[config.mk]
export PLATFORM = sky130hd
export DESIGN_NAME = decode_stage
export DESIGN_NICKNAME = d
export VERILOG_FILES = /design/src/rtl/decode_stage.sv
export SDC_FILE = /design/constraint.sdc
export NUM_CORES = 2
export LEC_CHECK = 0
export ABC_AREA = 1
export CAP_MARGIN = 20
export CORE_UTILIZATION = 35
export CTS_BUF_LIST = sky130_fd_sc_hd__clkbuf_8
export CTS_CLUSTER_SIZE = 24
export DETAILED_ROUTE_END_ITERATION = 8
export DONT_BUFFER_PORTS = 1
export HOLD_SLACK_MARGIN = 0.06
export SLEW_MARGIN = 25
export SYNTH_ARGS = -nofsm -noshare
export SYNTH_HDL_FRONTEND = slang
export SYNTH_SLANG_ARGS = --single-unit
[constraint.sdc]
create_clock -name clock -period 13.3 [get_ports clock]
set_clock_uncertainty 0.05 [all_clocks]
set_input_delay 1.995 -clock clock [delete_from_list [all_inputs] [get_ports clock]]
set_output_delay 1.995 -clock clock [all_outputs]
set_load 0.05 [all_outputs]
[src/rtl/decode_stage.sv]
`default_nettype none
// ============================================================================
//  Module   : decode_stage
//  Purpose  : RV32I subset ID stage: register file, decode, in-ID branch
//             resolution, load-use/branch hazard stall, ID/EX pipeline register
//  Revision : 1.0  initial release
// ============================================================================
module decode_stage (
    input  logic        clock,
    input  logic        reset,
    input  logic [31:0] pc_in,
    input  logic [31:0] instrucao,
    input  logic        wb_reg_write,
    input  logic [4:0]  wb_rd,
    input  logic [31:0] wb_data,
    input  logic        exmem_reg_write,
    input  logic [4:0]  exmem_rd,
    output logic        load_pc,
    output logic        load_if_id_register,
    output logic        mux_sel,
    output logic [31:0] pc_branch_value,
    output logic        idex_valid,
    output logic [31:0] idex_pc,
    output logic [31:0] idex_rs1_data,
    output logic [31:0] idex_rs2_data,
    output logic [31:0] idex_imm,
    output logic [4:0]  idex_rs1,
    output logic [4:0]  idex_rs2,
    output logic [4:0]  idex_rd,
    output logic [3:0]  idex_alu_op,
    output logic        idex_alu_src,
    output logic        idex_mem_read,
    output logic        idex_mem_write,
    output logic        idex_reg_write,
    output logic        idex_mem_to_reg,
    output logic        idex_link
);

    localparam logic [6:0] OP_R   = 7'b0110011;
    localparam logic [6:0] OP_I   = 7'b0010011;
    localparam logic [6:0] OP_LW  = 7'b0000011;
    localparam logic [6:0] OP_SW  = 7'b0100011;
    localparam logic [6:0] OP_BR  = 7'b1100011;
    localparam logic [6:0] OP_JAL = 7'b1101111;

    typedef struct packed {
        logic        valid;
        logic [31:0] pc;
        logic [31:0] rs1_data;
        logic [31:0] rs2_data;
        logic [31:0] imm;
        logic [4:0]  rs1;
        logic [4:0]  rs2;
        logic [4:0]  rd;
        logic [3:0]  alu_op;
        logic        alu_src;
        logic        mem_read;
        logic        mem_write;
        logic        reg_write;
        logic        mem_to_reg;
        logic        link;
    } idex_t;

    logic [31:0][31:0] regs_q, regs_d;
    logic              squash_q, squash_d;
    idex_t             idex_q, idex_d;

    logic [6:0]  opcode;
    logic [4:0]  f_rd, f_rs1, f_rs2;
    logic [2:0]  f3;
    logic        f7b5;
    logic [31:0] imm_i, imm_s, imm_b, imm_j;

    idex_t       dec;
    logic        uses_rs1, uses_rs2, is_branch, is_jal;
    logic [31:0] rs1_val, rs2_val, target;
    logic        load_use, br_stall, stall, taken, redirect;

    assign opcode = instrucao[6:0];
    assign f_rd   = instrucao[11:7];
    assign f3     = instrucao[14:12];
    assign f_rs1  = instrucao[19:15];
    assign f_rs2  = instrucao[24:20];
    assign f7b5   = instrucao[30];

    assign imm_i = {{20{instrucao[31]}}, instrucao[31:20]};
    assign imm_s = {{20{instrucao[31]}}, instrucao[31:25], instrucao[11:7]};
    assign imm_b = {{19{instrucao[31]}}, instrucao[31], instrucao[7],
                    instrucao[30:25], instrucao[11:8], 1'b0};
    assign imm_j = {{11{instrucao[31]}}, instrucao[31], instrucao[19:12],
                    instrucao[20], instrucao[30:21], 1'b0};

    // Unused source indices stay 0 so they read x0 and never match a hazard.
    always_comb begin
        dec       = '0;
        uses_rs1  = 1'b0;
        uses_rs2  = 1'b0;
        is_branch = 1'b0;
        is_jal    = 1'b0;
        if (!squash_q) begin
            case (opcode)
                OP_R: begin
                    dec.valid     = 1'b1;
                    dec.rs1       = f_rs1;
                    dec.rs2       = f_rs2;
                    dec.rd        = f_rd;
                    dec.alu_op    = {f7b5, f3};
                    dec.reg_write = (f_rd != 5'd0);
                    uses_rs1      = 1'b1;
                    uses_rs2      = 1'b1;
                end
                OP_I: begin
                    dec.valid     = 1'b1;
                    dec.rs1       = f_rs1;
                    dec.rd        = f_rd;
                    dec.imm       = imm_i;
                    dec.alu_op    = {f7b5 & (f3 == 3'b101), f3};
                    dec.alu_src   = 1'b1;
                    dec.reg_write = (f_rd != 5'd0);
                    uses_rs1      = 1'b1;
                end
                OP_LW: begin
                    if (f3 == 3'b010) begin
                        dec.valid      = 1'b1;
                        dec.rs1        = f_rs1;
                        dec.rd         = f_rd;
                        dec.imm        = imm_i;
                        dec.alu_src    = 1'b1;
                        dec.mem_read   = 1'b1;
                        dec.mem_to_reg = 1'b1;
                        dec.reg_write  = (f_rd != 5'd0);
                        uses_rs1       = 1'b1;
                    end
                end
                OP_SW: begin
                    if (f3 == 3'b010) begin
                        dec.valid     = 1'b1;
                        dec.rs1       = f_rs1;
                        dec.rs2       = f_rs2;
                        dec.imm       = imm_s;
                        dec.alu_src   = 1'b1;
                        dec.mem_write = 1'b1;
                        uses_rs1      = 1'b1;
                        uses_rs2      = 1'b1;
                    end
                end
                OP_BR: begin
                    if (f3 == 3'b000 || f3 == 3'b001) begin
                        dec.valid = 1'b1;
                        dec.rs1   = f_rs1;
                        dec.rs2   = f_rs2;
                        dec.imm   = imm_b;
                        uses_rs1  = 1'b1;
                        uses_rs2  = 1'b1;
                        is_branch = 1'b1;
                    end
                end
                OP_JAL: begin
                    dec.valid     = 1'b1;
                    dec.rd        = f_rd;
                    dec.imm       = imm_j;
                    dec.link      = 1'b1;
                    dec.reg_write = (f_rd != 5'd0);
                    is_jal        = 1'b1;
                end
                default: ;
            endcase
            if (dec.valid) begin
                dec.pc = pc_in;
            end
        end
    end

    // Reads see a same-cycle writeback; x0 is hard-wired to zero.
    assign rs1_val = (dec.rs1 == 5'd0) ? 32'd0 :
                     (wb_reg_write && wb_rd == dec.rs1) ? wb_data : regs_q[dec.rs1];
    assign rs2_val = (dec.rs2 == 5'd0) ? 32'd0 :
                     (wb_reg_write && wb_rd == dec.rs2) ? wb_data : regs_q[dec.rs2];

    always_comb begin
        load_use = idex_q.valid && idex_q.mem_read && (idex_q.rd != 5'd0) &&
                   ((uses_rs1 && dec.rs1 == idex_q.rd) ||
                    (uses_rs2 && dec.rs2 == idex_q.rd));
        br_stall = is_branch &&
                   ((idex_q.reg_write && idex_q.rd != 5'd0 &&
                     (dec.rs1 == idex_q.rd || dec.rs2 == idex_q.rd)) ||
                    (exmem_reg_write && exmem_rd != 5'd0 &&
                     (dec.rs1 == exmem_rd || dec.rs2 == exmem_rd)));
        stall    = load_use || br_stall;
        taken    = is_jal || (is_branch && ((rs1_val == rs2_val) != f3[0]));
        target   = pc_in + dec.imm;
        redirect = taken && !stall;

        load_pc             = !stall;
        load_if_id_register = !stall;
        mux_sel             = redirect;
        pc_branch_value     = redirect ? target : 32'd0;
        squash_d            = redirect;

        idex_d          = dec;
        idex_d.rs1_data = rs1_val;
        idex_d.rs2_data = rs2_val;
        if (stall) begin
            idex_d = '0;
        end
    end

    always_comb begin
        regs_d = regs_q;
        if (wb_reg_write && wb_rd != 5'd0) begin
            regs_d[wb_rd] = wb_data;
        end
    end

    always_ff @(posedge clock or negedge reset) begin
        if (!reset) begin
            regs_q   <= '0;
            squash_q <= 1'b0;
            idex_q   <= '0;
        end else begin
            regs_q   <= regs_d;
            squash_q <= squash_d;
            idex_q   <= idex_d;
        end
    end

    assign idex_valid      = idex_q.valid;
    assign idex_pc         = idex_q.pc;
    assign idex_rs1_data   = idex_q.rs1_data;
    assign idex_rs2_data   = idex_q.rs2_data;
    assign idex_imm        = idex_q.imm;
    assign idex_rs1        = idex_q.rs1;
    assign idex_rs2        = idex_q.rs2;
    assign idex_rd         = idex_q.rd;
    assign idex_alu_op     = idex_q.alu_op;
    assign idex_alu_src    = idex_q.alu_src;
    assign idex_mem_read   = idex_q.mem_read;
    assign idex_mem_write  = idex_q.mem_write;
    assign idex_reg_write  = idex_q.reg_write;
    assign idex_mem_to_reg = idex_q.mem_to_reg;
    assign idex_link       = idex_q.link;

endmodule
`default_nettype wire

# ---- Yosys cells after proc, flatten, opt, wreduce, memory -nomap -nowiden
# Index checks and enable logic that the tools add are counted.
dict set report op_classes {
  reduce_logical 34
  eq_ne 17
  bitwise_logic 1
  magnitude_cmp 4
  muxes 44
  n_addsub 1
}
# op count
set ops {}
lappend ops {{bitwise mux 1024 bit} 1}
lappend ops {{binary-select mux 32 bit (select 5 bit)} 2}
lappend ops {{two-way mux 32 bit} 9}
lappend ops {{demux 32 bit (select 5 bit)} 1}
lappend ops {{case mux 32 bit (5 select lines)} 1}
lappend ops {{two-way mux 154 bit} 1}
lappend ops {{two-way mux 42 bit} 2}
lappend ops {{two-way mux 57 bit} 1}
lappend ops {{two-way mux 37 bit} 1}
lappend ops {{two-way mux 33 bit} 1}
lappend ops {{adder 32 bit} 1}
lappend ops {{equality test 32 bit} 1}
lappend ops {{equality test 5 bit} 6}
lappend ops {{case mux 5 bit (4 select lines)} 1}
lappend ops {{nonzero test 5 bit} 4}
lappend ops {{< comparator 5 x 6 -> 1 bit, second input constant} 3}
lappend ops {{logical AND 1 bit} 16}
lappend ops {{case mux 5 bit (3 select lines)} 1}
lappend ops {{equality test 7 x 6 -> 1 bit, second input constant} 2}
lappend ops {{equality test 7 bit, second input constant} 2}
lappend ops {{two-way mux 1 bit} 12}
lappend ops {{case mux 1 bit (3 select lines)} 4}
lappend ops {{zero test 5 bit} 2}
lappend ops {{case mux 5 bit (2 select lines)} 1}
lappend ops {{other kinds (17)} 25}
dict set report totals {
  reg_bits 1179
  out_inout_bits 189
}

# ---- Logic depth before layout (Yosys ltp)
dict set report logic_depth {
  depth_word 15
  depth_mapped 32
}

# ---- Worst setup path before layout
# OpenSTA, ideal clock, no wires.
dict set report synth_timing {
  kind {input -> output}
  startpoint {input instrucao[4]}
  endpoint {output pc_branch_value[28]}
  t_required_ns 11.255
  t_arrival_ns 6.792
  stages 22
  setup_slack_ns 4.463
  cell_sequence {inv_1 > nand3_2 > nor4_1 > nor2_1 > inv_1 > o21ai_0 > a21oi_1 > ha_1 > inv_1 > fa_1 > o21ai_0 > nand2_1 > o311ai_0 > a21boi_0 > o21ai_0 > a21boi_0 > o21ai_0 > a21boi_0 > o21ai_0 > a21oi_1 > xor2_1 > a21oi_1}
}
dict set report synth_via {
  elab_chain_len 14
  elab_cells_between_ends 57
  classes_between {add/sub: 1; eq/ne: 14; mux: 21; reduce/logical: 21}
}
# item line
set synth_rtl {}
lappend synth_rtl {{start, declared} 12} ;# input logic [31:0] instrucao,
lappend synth_rtl {{equality test 7 x 5 -> 1 bit / equality test 7 x 6 -> 1 bit (equally long branches)} 101} ;# case (opcode)
lappend synth_rtl {{OR reduction 2 bit (no source line)} -}
lappend synth_rtl {{case mux 5 bit (4 select lines)} 101}
lappend synth_rtl {{two-way mux 57 bit} 100} ;# if (!squash_q) begin
lappend synth_rtl {{binary-select mux 32 bit (select 5 bit) / equality test 5 bit (equally long branches)} 176} ;# (wb_reg_write && wb_rd == dec.rs1) ? wb_data : regs_q[dec.rs1];
lappend synth_rtl {{two-way mux 32 bit (not written as such) / logical AND 1 bit (equally long branches)} 176}
lappend synth_rtl {{two-way mux 32 bit} 176}
lappend synth_rtl {{two-way mux 32 bit} 175} ;# assign rs1_val = (dec.rs1 == 5'd0) ? 32'd0 :
lappend synth_rtl {{equality test 32 bit} 190} ;# taken = is_jal || (is_branch && ((rs1_val == rs2_val) != f3[0]));
lappend synth_rtl {{!= test 1 bit} 190}
lappend synth_rtl {{logical AND 1 bit} 190}
lappend synth_rtl {{logical OR 1 bit} 190}
lappend synth_rtl {{logical AND 1 bit} 192} ;# redirect = taken && !stall;
lappend synth_rtl {{two-way mux 32 bit *} 197} ;# pc_branch_value = redirect ? target : 32'd0;
lappend synth_rtl {{end, declared} 21} ;# output logic [31:0] pc_branch_value,
# Mark *: on every way between the ends. The rest lies on a longest branch, timed or not. The select of a mux whose other input is x is not followed.

# ---- Final worst setup path
dict set report layout_timing {
  startpoint {input instrucao[1]}
  endpoint {output pc_branch_value[25]}
}
# The elaborated chain is that of the path after synthesis.

==> out/qor.txt <==
I/O Buffers -> 0
Synth Register Bits -> 1167
post-synthesis sequential area ratio -> 0.427
peak supply drop -> 0.100 mV
Final GP Congestion -> 0.975
GRT Overall Usage -> 0.306
Synth Warn # -> 0
crit path DAT -> 9.03 ns
fin nets -> 9685
grt ovf -> 0
CTS tree -> done
Worst path max stage delay -> 0.98 ns
DRC violations left -> 0
worst relative slew slack -> -0.250
clock-pin transition on the worst setup and hold timing paths -> 0.05 ns
Mapped Cells -> 10000
kind of critical path -> input port to output pin
DRT Pass-1 Iters -> 7
RSZ-0062 raised after global routing -> no
routed vias -> 71100
CP Capture Type -> output pin
post-route minimum period -> 11.08 ns
Max FO, Critical Path -> 77
# H-tree levels -> 4
DR iter-0 viols -> 10900
post-CTS setup buffer count -> 0
fin util -> 0.385
violated checks -> slew limit
worst skew pair latency -> 1.04 ns
DRT antenna net count -> 0
Fin. Hold Viols -> 0
Die Y -> 444 µm
clock root cell -> clkbuf_8
CP dominant cell by count -> nand2_1
HPWL after DPL -> 177 mm
Yosys cell types -> 50
Final Cycle Share -> 0.833
initial core utilization -> 0.354
fin area -> 74400 µm²
full die area -> 197000 µm²
Max Fclk -> 0.0903 GHz
synthesized area per cell -> 6.83 µm²
num ports -> 299
core area -> 193000 µm²
CP Launch Type -> input port
Post-CTS Resized -> 0
syn nets -> 10200
worst-margin pin slew -> 1.88 ns
max_cap viols -> 0
max-slew violation count -> 152
Syn-to-layout area delta -> 8.82%
vias in the first global route -> 65600
share of cells above drive strength 1 -> 0.0598
Leakage -> 37.8 nW
PwrDens -> 130 nW/µm²
Final setup viols -> 0
post-placement cell area -> 70000 µm²
outcome -> finished with violations
hold-fix buffers at CTS -> 0
first-pass GRT wire length -> 451 mm
via density per instance -> 5.81
setup TNS -> 0 ns
Die Wd -> 444 µm
Cell Rows -> 161
CP max stage cell -> inv_6
Post-Route WL -> 311 mm
Routed WL per cell -> 25.4 µm
number of buffers created by CTS -> 201
pin count of the biggest net entering global routing -> 293
Crit path required time -> 11.26 ns
Clock Sinks -> 1167
HP Class -> flip-flop to flip-flop
initial antenna violation count -> 33
clk buf depth -> 3
Post-Syn Area -> 68400 µm²
-- final timing paths --
path	startpoint	to	slack, ns	depth (start not counted)
setup / recovery	instrucao[1]	pc_branch_value[25]	2.22	26
hold / removal	regs_q[16]$_DFFE_PN0P_	regs_q[16]$_DFFE_PN0P_	0.32	0
setup reg to reg	squash_q$_DFF_PN0_	squash_q$_DFF_PN0_	6.04	20
hold reg to reg	regs_q[16]$_DFFE_PN0P_	regs_q[16]$_DFFE_PN0P_	0.32	0
max in group asynchronous	reset	regs_q[18]$_DFFE_PN0P_	8.21	7
min in group asynchronous	reset	regs_q[980]$_DFFE_PN0P_	0.64	0
-- flip-flops by register name (all words and copies together), names as in the netlist, 4 cells and up --
name	flops
idex_imm	21
idex_rs2	5
idex_rs1_data	32
idex_rs1	5
idex_rs2_data	32
regs_q	1024
idex_pc	32
idex_alu_op	4
idex_rd	5
-- worst max-delay path, delay by kind of cell --
kind,cells,cell delay [ns]
AND/OR/NAND/NOR,21,4.55
buffers and inverters,4,1.78
AO/OA/AOI/OAI,1,0.42
-- cells in the final DEF, fill, tap and decap left out, types with 4 or more instances in the layout --
cell type	n
or2_0	8
a21oi_1	227
nand3_2	6
a211oi_1	4
nor4_1	7
nand2_2	21
o21ai_1	11
buf_12	17
clkinv_2	33
nand4_1	328
o211ai_1	129
buf_4	139
clkbuf_8	267
ha_1	31
nor3_1	25
xor2_1	27
or2_2	10
inv_2	6
o22ai_1	5
nand3_4	10
diode_2	17
inv_1	984
xnor2_1	27
clkinvlp_4	4
bufinv_16	5
inv_6	9
nand3b_1	28
nand3_1	945
a31oi_1	5
a21boi_0	5
nor2_4	10
o21ai_0	1353
dfrtp_1	1166
nor2_1	347
a21oi_2	10
nand2_4	5
buf_16	17
nand2_1	3437
-- synthesized netlist by cell type (all sizes together) --
cell type | count | share of area
o31ai | 2 | 0.00022
nand4 | 329 | 0.030
o21ai | 1364 | 0.10
dfrtp | 1167 | 0.43
o2bb2ai | 2 | 0.00026
and3 | 1 | 0.000092
xor2 | 27 | 0.0035
a31oi | 5 | 0.00046
nor4 | 8 | 0.00073
ha | 31 | 0.0057
nand2 | 3464 | 0.19
nand3b | 29 | 0.0032
a221oi | 2 | 0.00026
clkinv | 4 | 0.00022
nor3b | 2 | 0.00022
nor3 | 26 | 0.0019
a21oi | 237 | 0.018
or2 | 19 | 0.0017
o22ai | 5 | 0.00046
inv | 947 | 0.052
nor2 | 357 | 0.020
o211ai | 129 | 0.014
buf | 295 | 0.022
xnor2 | 27 | 0.0035
a21o | 2 | 0.00022
clkbuf | 559 | 0.031
nand3 | 961 | 0.071
o21bai | 2 | 0.00022
o311ai | 3 | 0.00038
o21a | 3 | 0.00033
a211oi | 4 | 0.00044
fa | 1 | 0.00029
a22oi | 1 | 0.00011
a21boi | 6 | 0.00066
-- power by group --
part / switching, mW / internal, mW
sequential: 0.393 / 4.15
clock: 1.65 / 1.89
combinational: 0.995 / 0.602
-- metrics by stage --
step                instances  power (mW)  worst slack (ns)  hold WS, ns
finish                  12200        9.68              2.22        0.323
global route            12200        10.2              1.99        0.337
CTS                     12200        9.67              2.50        0.328
detailed placement      11900        6.15              2.52        0.316
global placement        11900        6.09              2.60        0.315
floorplan               10000        5.72              4.46        0.379
-- layer usage --
| metal | GRT usage | wire [µm] | vias to the layer above |
|---|---|---|---|
| met5 | 0 | 155 | - |
| met1 | 0.387 | 115000 | 33700 |
| met3 | 0.0866 | 42100 | 1105 |
| li1 | - | - | 31300 |
| met4 | 0.199 | 22800 | 26 |
| met2 | 0.457 | 131000 | 5015 |
-- layout make-up --
cell class,instances,area (µm²)
sequential,1167,29200
fill,20300,119000
tap,2526,3160
antenna,17,42.5
inverter,951,3600
timing repair buffer,173,1850
clock inverter,98,604
clock buffer,267,3670
multi-input combinational,7049,32300
-- kinds of logic (layout without fill, tap and decap cells) --
family / after synthesis / in the layout / share of synthesized area
AO/OA/AOI/OAI: 1767 / 1767 / 0.136
XOR/XNOR: 54 / 54 / 0.00691
adder cells (fa/ha/maj): 32 / 32 / 0.00596
buffers and inverters: 1805 / 1489 / 0.105
flip-flops: 1167 / 1167 / 0.427
other: 0 / 17 / 0
AND/OR/NAND/NOR: 5196 / 5196 / 0.319
Note: power is estimated with default switching activity, not from simulation.
